## src/rtl/countdown_timer_pkg.sv

```systemverilog
// Shared types and constants for the mm:ss.cc countdown timer.
package countdown_timer_pkg;

   typedef enum logic [1:0] {
      ST_IDLE  = 2'd0,
      ST_RUN   = 2'd1,
      ST_PAUSE = 2'd2,
      ST_ALARM = 2'd3
   } state_t;

   localparam int unsigned DIGIT_W  = 4;
   localparam int unsigned MOD_SEC  = 60;
   localparam int unsigned MOD_CENT = 100;

   function automatic int unsigned calc_div(input int unsigned clk_hz,
                                            input int unsigned tick_hz);
      return clk_hz / tick_hz;
   endfunction

endpackage

```

## src/rtl/cnt_bcd2_updown.sv

```systemverilog
// Two-digit BCD counter: wrapping edit increment, borrow-chained decrement.
module cnt_bcd2_updown
   import countdown_timer_pkg::*;
#(
   parameter int unsigned MOD = MOD_CENT
) (
   input  logic               CLK,
   input  logic               RST,
   input  logic               CLR,
   input  logic               INC,
   input  logic               DEC,
   output logic [DIGIT_W-1:0] QH,
   output logic [DIGIT_W-1:0] QL,
   output logic               BO,
   output logic               NZ
);

   localparam logic [DIGIT_W-1:0] H_MAX = DIGIT_W'((MOD - 1) / 10);
   localparam logic [DIGIT_W-1:0] L_MAX = DIGIT_W'((MOD - 1) % 10);
   localparam logic [DIGIT_W-1:0] NINE  = DIGIT_W'(9);

   logic [DIGIT_W-1:0] r_qh, r_ql;
   logic [DIGIT_W-1:0] w_qh_n, w_ql_n;
   logic               w_at_zero, w_at_max;

   always_comb begin
      w_qh_n    = r_qh;
      w_ql_n    = r_ql;
      w_at_zero = (r_qh == '0) && (r_ql == '0);
      w_at_max  = (r_qh == H_MAX) && (r_ql == L_MAX);
      BO        = DEC && w_at_zero;
      if (CLR) begin
         w_qh_n = '0;
         w_ql_n = '0;
      end else if (DEC) begin
         if (w_at_zero) begin
            w_qh_n = H_MAX;
            w_ql_n = L_MAX;
         end else if (r_ql == '0) begin
            w_qh_n = r_qh - DIGIT_W'(1);
            w_ql_n = NINE;
         end else begin
            w_ql_n = r_ql - DIGIT_W'(1);
         end
      end else if (INC) begin
         if (w_at_max) begin
            w_qh_n = '0;
            w_ql_n = '0;
         end else if (r_ql == NINE) begin
            w_qh_n = r_qh + DIGIT_W'(1);
            w_ql_n = '0;
         end else begin
            w_ql_n = r_ql + DIGIT_W'(1);
         end
      end
      NZ = (w_qh_n == '0) && (w_ql_n == '0);
   end

   always_ff @(posedge CLK or posedge RST) begin
      if (RST) begin
         r_qh <= '0;
         r_ql <= '0;
      end else begin
         r_qh <= w_qh_n;
         r_ql <= w_ql_n;
      end
   end

   assign QH = r_qh;
   assign QL = r_ql;

endmodule

```

## src/rtl/countdown_timer.sv

```systemverilog
// Countdown timer mm:ss.cc with 10 ms steps, pause/resume and timed alarm.
module countdown_timer
   import countdown_timer_pkg::*;
#(
   parameter int unsigned CLK_HZ      = 50000000,
   parameter int unsigned TICK_HZ     = 100,
   parameter int unsigned ALARM_TICKS = 300
) (
   input  logic       CLK,
   input  logic       RST,
   input  logic       START,
   input  logic       CLR,
   input  logic       SECUP,
   input  logic       MINUP,
   output logic [3:0] QM10,
   output logic [3:0] QM1,
   output logic [3:0] QS10,
   output logic [3:0] QS1,
   output logic [3:0] QC10,
   output logic [3:0] QC1,
   output logic       RUNNING,
   output logic       ALARM,
   output logic       ZERO
);

   localparam int unsigned DIV = calc_div(CLK_HZ, TICK_HZ);
   localparam int unsigned PW  = $clog2(DIV);
   localparam int unsigned AW  = $clog2(ALARM_TICKS + 1);

   state_t        r_state, w_nxt_base, w_nxt;
   logic [PW-1:0] r_presc;
   logic [AW-1:0] r_alarm_cnt;
   logic          r_running, r_alarm, r_zero;

   logic w_active, w_tick, w_alarm_done;
   logic w_cnt_clr, w_sec_inc, w_min_inc, w_cent_dec;
   logic w_cent_bo, w_sec_bo, w_min_bo;
   logic w_cent_nz, w_sec_nz, w_min_nz, w_next_zero;

   assign w_active     = (r_state == ST_RUN) || (r_state == ST_ALARM);
   assign w_tick       = w_active && (r_presc == PW'(DIV - 1));
   assign w_alarm_done = w_tick && (r_alarm_cnt == AW'(ALARM_TICKS - 1));
   assign w_next_zero  = w_cent_nz && w_sec_nz && w_min_nz;

   // Pulse decoding; the RUN->ALARM decision is taken separately below because
   // it depends on the counters' next value, which in turn depends on w_cent_dec.
   always_comb begin
      w_nxt_base = r_state;
      w_cnt_clr  = 1'b0;
      w_sec_inc  = 1'b0;
      w_min_inc  = 1'b0;
      w_cent_dec = 1'b0;
      unique case (r_state)
         ST_IDLE: begin
            if (CLR) begin
               w_cnt_clr = 1'b1;
            end else if (START) begin
               if (!r_zero) w_nxt_base = ST_RUN;
            end else begin
               w_sec_inc = SECUP;
               w_min_inc = MINUP;
            end
         end
         ST_RUN: begin
            if (CLR) begin
               w_cnt_clr  = 1'b1;
               w_nxt_base = ST_IDLE;
            end else if (START) begin
               w_nxt_base = ST_PAUSE;
            end else if (w_tick) begin
               w_cent_dec = 1'b1;
            end
         end
         ST_PAUSE: begin
            if (CLR) begin
               w_cnt_clr  = 1'b1;
               w_nxt_base = ST_IDLE;
            end else if (START) begin
               w_nxt_base = ST_RUN;
            end
         end
         ST_ALARM: begin
            if (CLR) begin
               w_cnt_clr  = 1'b1;
               w_nxt_base = ST_IDLE;
            end else if (START || w_alarm_done) begin
               w_nxt_base = ST_IDLE;
            end
         end
         default: w_nxt_base = ST_IDLE;
      endcase
   end

   always_comb begin
      w_nxt = w_nxt_base;
      if (w_cent_dec) begin
         if (w_next_zero)
            w_nxt = ST_ALARM;
         else if (w_min_bo)
            w_nxt = ST_IDLE;   // underflow guard; RUN is only entered with a non-zero value
      end
   end

   always_ff @(posedge CLK or posedge RST) begin
      if (RST) begin
         r_state   <= ST_IDLE;
         r_running <= 1'b0;
         r_alarm   <= 1'b0;
         r_zero    <= 1'b1;
      end else begin
         r_state   <= w_nxt;
         r_running <= (w_nxt == ST_RUN);
         r_alarm   <= (w_nxt == ST_ALARM);
         r_zero    <= w_next_zero;
      end
   end

   always_ff @(posedge CLK or posedge RST) begin
      if (RST)
         r_presc <= '0;
      else if (w_active && ((w_nxt == ST_RUN) || (w_nxt == ST_ALARM)))
         r_presc <= w_tick ? '0 : r_presc + PW'(1);
      else
         r_presc <= '0;
   end

   // Held at zero outside ALARM, so it is already cleared on entry.
   always_ff @(posedge CLK or posedge RST) begin
      if (RST)
         r_alarm_cnt <= '0;
      else if (r_state != ST_ALARM)
         r_alarm_cnt <= '0;
      else if (w_tick)
         r_alarm_cnt <= r_alarm_cnt + AW'(1);
   end

   cnt_bcd2_updown #(.MOD(MOD_CENT)) u_cent (
      .CLK (CLK),
      .RST (RST),
      .CLR (w_cnt_clr),
      .INC (1'b0),
      .DEC (w_cent_dec),
      .QH  (QC10),
      .QL  (QC1),
      .BO  (w_cent_bo),
      .NZ  (w_cent_nz)
   );

   cnt_bcd2_updown #(.MOD(MOD_SEC)) u_sec (
      .CLK (CLK),
      .RST (RST),
      .CLR (w_cnt_clr),
      .INC (w_sec_inc),
      .DEC (w_cent_bo),
      .QH  (QS10),
      .QL  (QS1),
      .BO  (w_sec_bo),
      .NZ  (w_sec_nz)
   );

   cnt_bcd2_updown #(.MOD(MOD_CENT)) u_min (
      .CLK (CLK),
      .RST (RST),
      .CLR (w_cnt_clr),
      .INC (w_min_inc),
      .DEC (w_sec_bo),
      .QH  (QM10),
      .QL  (QM1),
      .BO  (w_min_bo),
      .NZ  (w_min_nz)
   );

   assign RUNNING = r_running;
   assign ALARM   = r_alarm;
   assign ZERO    = r_zero;

endmodule

```

## config.mk

```make
export PLATFORM = sky130hd
export DESIGN_NAME = countdown_timer
export DESIGN_NICKNAME = d
export VERILOG_FILES = /design/src/rtl/countdown_timer_pkg.sv /design/src/rtl/cnt_bcd2_updown.sv /design/src/rtl/countdown_timer.sv
export SDC_FILE = /design/constraint.sdc
export NUM_CORES = 1
export LEC_CHECK = 0
export CORE_UTILIZATION = 55
export DETAILED_ROUTE_END_ITERATION = 6
export PLACE_DENSITY = 0.76
export SLEW_MARGIN = 20
export SYNTH_ARGS = -nofsm -noshare
export SYNTH_HDL_FRONTEND = slang
export SYNTH_SLANG_ARGS = --single-unit
export TNS_END_PERCENT = 5
```

## constraint.sdc

```tcl
create_clock -name CLK -period 6.1 [get_ports CLK]
set_input_delay 1.525 -clock CLK [delete_from_list [all_inputs] [get_ports CLK]]
set_output_delay 1.525 -clock CLK [all_outputs]
set_load 0.03 [all_outputs]
```

==> impl_metrics.csv <==
group,metric,value,unit
critical_path,r2r_slack,2.65,ns
grt,grt_max_degree,58,
clock_network,clk_latency,0.33,ns
critical_path,end_kind,"register",
grt,grt_pass1_wl,14400,µm
grt,overflow,0,
clock_network,clockBufferDepth,2,
run,maxCapViolCount,0,
clock_network,numClockSinks,57,
logic_synthesis,synth_top_flop_cell,"dfrtp_1",
die,io_pins,33,
hold_path,hp-class,"register to register",
routing,via_per_inst,5.93,
outcome,outcome,"finished clean",
power,power,0.801,mW
clock_network,cts_made_buffers,9,
grt,antenna_found_initial,0,
routing,vias,3371,
routing,drt-initial-drc-count,297,
clock_network,cts_hold_buffers,0,
logic_synthesis,yosysUniqueCellTypes,76,
critical_path,crit_path_max_incr_delay,0.56,ns
logic_synthesis,synth-edff-count,0,
routing,ant_nets,0,
logic_synthesis,yosysSeqAreaShare,35.9,%
critical_path,crit_family,"simple AND/OR/NAND/NOR gates",
clock_network,cts-resized-gates,0,
clock_network,cts_setup_buffers,0,
hold_path,holdPathStages,1,
die,die-area,7570,µm²
logic_synthesis,yosysTopAreaCell,"dfrtp_1",
sta,rsz0062_at_grt,"no",
power,peakVddDrop,121,µV
finish,drive_gt1_share,11.9,%
critical_path,cp_max_fo,29,
critical_path,cp.depth,9,
finish,layout_common_cells,"nor2_1, dfrtp_1, clkdlybuf4s50_1",
critical_path,critical_path.startpoint_type,"input pin",
critical_path,cp_cell_sequence,"clkdlybuf4s50_1 -> buf_4 -> nor4b_4 -> nand3_1 -> nor2_2 -> a211oi_1 -> or4_1 -> or4_4 -> o31a_1",
critical_path,path_buf_inv,2,
sta,holdWs,0.493,ns
routing,drc_errors,0,
sta,setup_viol,0,
place,hpwl,6330,µm
sta,final-hold-violation-count,0,
die,die_x,87.0,µm
logic_synthesis,syn_area_per_cell,9.06,µm²
routing,dr.pass1.iters,6,
logic_synthesis,ys_ff_latch,57,
clock_network,htreeDepth,3,
grt,grtUsageTotal,24.3,%
sta,fmax,0.221,GHz
die,row_count,30,
logic_synthesis,synth_area_leaders,"dfrtp_1, nor2_1, ha_1",
clock_network,path_clk_slew,0.06,ns
clock_network,cts_tree,"done",
power,p_per_area,176,nW/µm²
die,start_util,57.6,%
critical_path,r2r_cells,9,
sta,fin_worst_skew,0.00621,ns
grt,grt_pass1_vias,3096,
critical_path,crit_type,"input pin to register",
logic_synthesis,syn_inst,439,
sta,period_share,74.1,%
clock_network,clockRootBuffer,"clkbuf_8",
finish,diodes,0,
place,gp_congestion,0.876,
sta,max_slew_margin,53.2,%
finish,mostFrequentLayoutCell,"nor2_1",
routing,drt-total-wl,8810,µm
power,static-leakage-power,1.90,nW
sta,period_needed,4.52,ns
finish,syn_to_final_growth,14.5,%
sta,fin_setup_tns,0,ns
logic_synthesis,syn_nets,461,
critical_path,crit_required,6.32,ns
sta,drv_slew,0,
critical_path,r2r_end,"RUNNING",
die,core_area,6910,µm²
finish,nNetsFinal,490,
critical_path,r2r_start,"u_sec.QH[0]",
place,io_buffers,32,
critical_path,worstPathArrival,4.73,ns
logic_synthesis,ys_warn_count,0,
sta,worstMarginPinSlew,0.702,ns
logic_synthesis,async_flop_share,100,%
die,die_h,87.0,µm
critical_path,cpMaxStageDelayCell,"or4_4",
hold_path,min_from,"r_presc[0]",
logic_synthesis,synth.cell_area,3980,µm²
logic_synthesis,synth_top_area_share,35.2,%
routing,wl_per_cell,15.5,µm
hold_path,hold_end,"r_presc[0]",
cell usage after synthesis (4+ instances only):
cell / n
and2_2: 5
or3_1: 6
nand2_1: 31
clkbuf_1: 11
o31ai_1: 5
a211oi_1: 11
nor2_1: 58
mux2i_1: 8
nand2b_1: 6
nor4_1: 7
and2_1: 4
a21oi_1: 17
xor2_1: 13
xnor2_1: 12
or4_1: 5
nor2b_1: 4
o21ai_0: 6
inv_1: 23
nor3_1: 8
nand4_1: 10
dfrtp_1: 56
o211ai_1: 4
and3_1: 7
ha_1: 16
nand3_1: 21
registers in the layout, summed over array words and instances, names as in the netlist:
register,count
u_sec.QH,4
r_state,2
RUNNING,1
r_alarm_cnt,9
ZERO,1
u_cent.QL,4
r_presc,19
ALARM,1
u_min.QH,4
u_min.QL,4
u_cent.QH,4
u_sec.QL,4
cells by family after synthesis:
kind of cell,after synthesis,synth area share (%)
compound gates,79,14.5
xor+xnor,25,5.51
fa+ha+maj,16,5.03
buf+inv,41,4.44
flops,57,35.9
mux,12,3.24
simple gates,209,31.4
power breakdown:
group / switching (mW) / internal [mW] / total, mW
Clock: 0.144 / 0.207 / 0.352
Sequential: 0.00525 / 0.382 / 0.387
Combinational: 0.0391 / 0.0229 / 0.0621
metrics by stage:
| step | util (%) | setup WS, ns | area (µm²) | std cells |
|---|---|---|---|---|
| floorplan | - | 2.25 | 3980 | 439 |
| global placement | 63.1 | 1.34 | 4360 | 553 |
| global route | 65.9 | 1.47 | 4550 | 568 |
| finish | 65.9 | 1.58 | 4550 | 568 |
| detailed placement | 63.1 | 1.28 | 4360 | 553 |
| CTS | 65.9 | 1.63 | 4550 | 568 |
final cells by class:
class / count / area (µm²)
multi-input cells: 341 / 2370
repair buffers: 36 / 350
fillers: 591 / 2350
inverters: 23 / 86.3
clock buffers: 12 / 155
flip-flops and latches: 57 / 1430
well taps: 96 / 120
clock inverters: 3 / 40.0
worst max-delay path by stage:
stage / slack (ns) / endpoint / from
3_3_place_gp: 1.34 / RUNNING / CLR
2_1_floorplan: 2.25 / RUNNING / START
5_1_grt: 1.47 / RUNNING / CLR
6_report: 1.58 / RUNNING / CLR
4_1_cts: 1.63 / RUNNING / CLR
3_5_place_dp: 1.28 / RUNNING / CLR
worst reg2reg max path, delay by kind of cell, from the launching register on:
family / cells / cell delay (ns)
compound gates: 2 / 0.69
buf+inv: 1 / 0.17
mux: 1 / 0.33
simple gates: 4 / 1.47
fa+ha+maj: 1 / 0.25
flops: 1 / 0.43
routing by layer:
layer	GRT usage (%)	share of wire, %	up-vias
met2	38.0	47	93
met5	0	0	-
li1	-	-	1651
met3	4.45	4.5	11
met1	34.0	47	1616
met4	8.33	1.2	0
No activity file was read; power rests on OpenSTA's default activity.
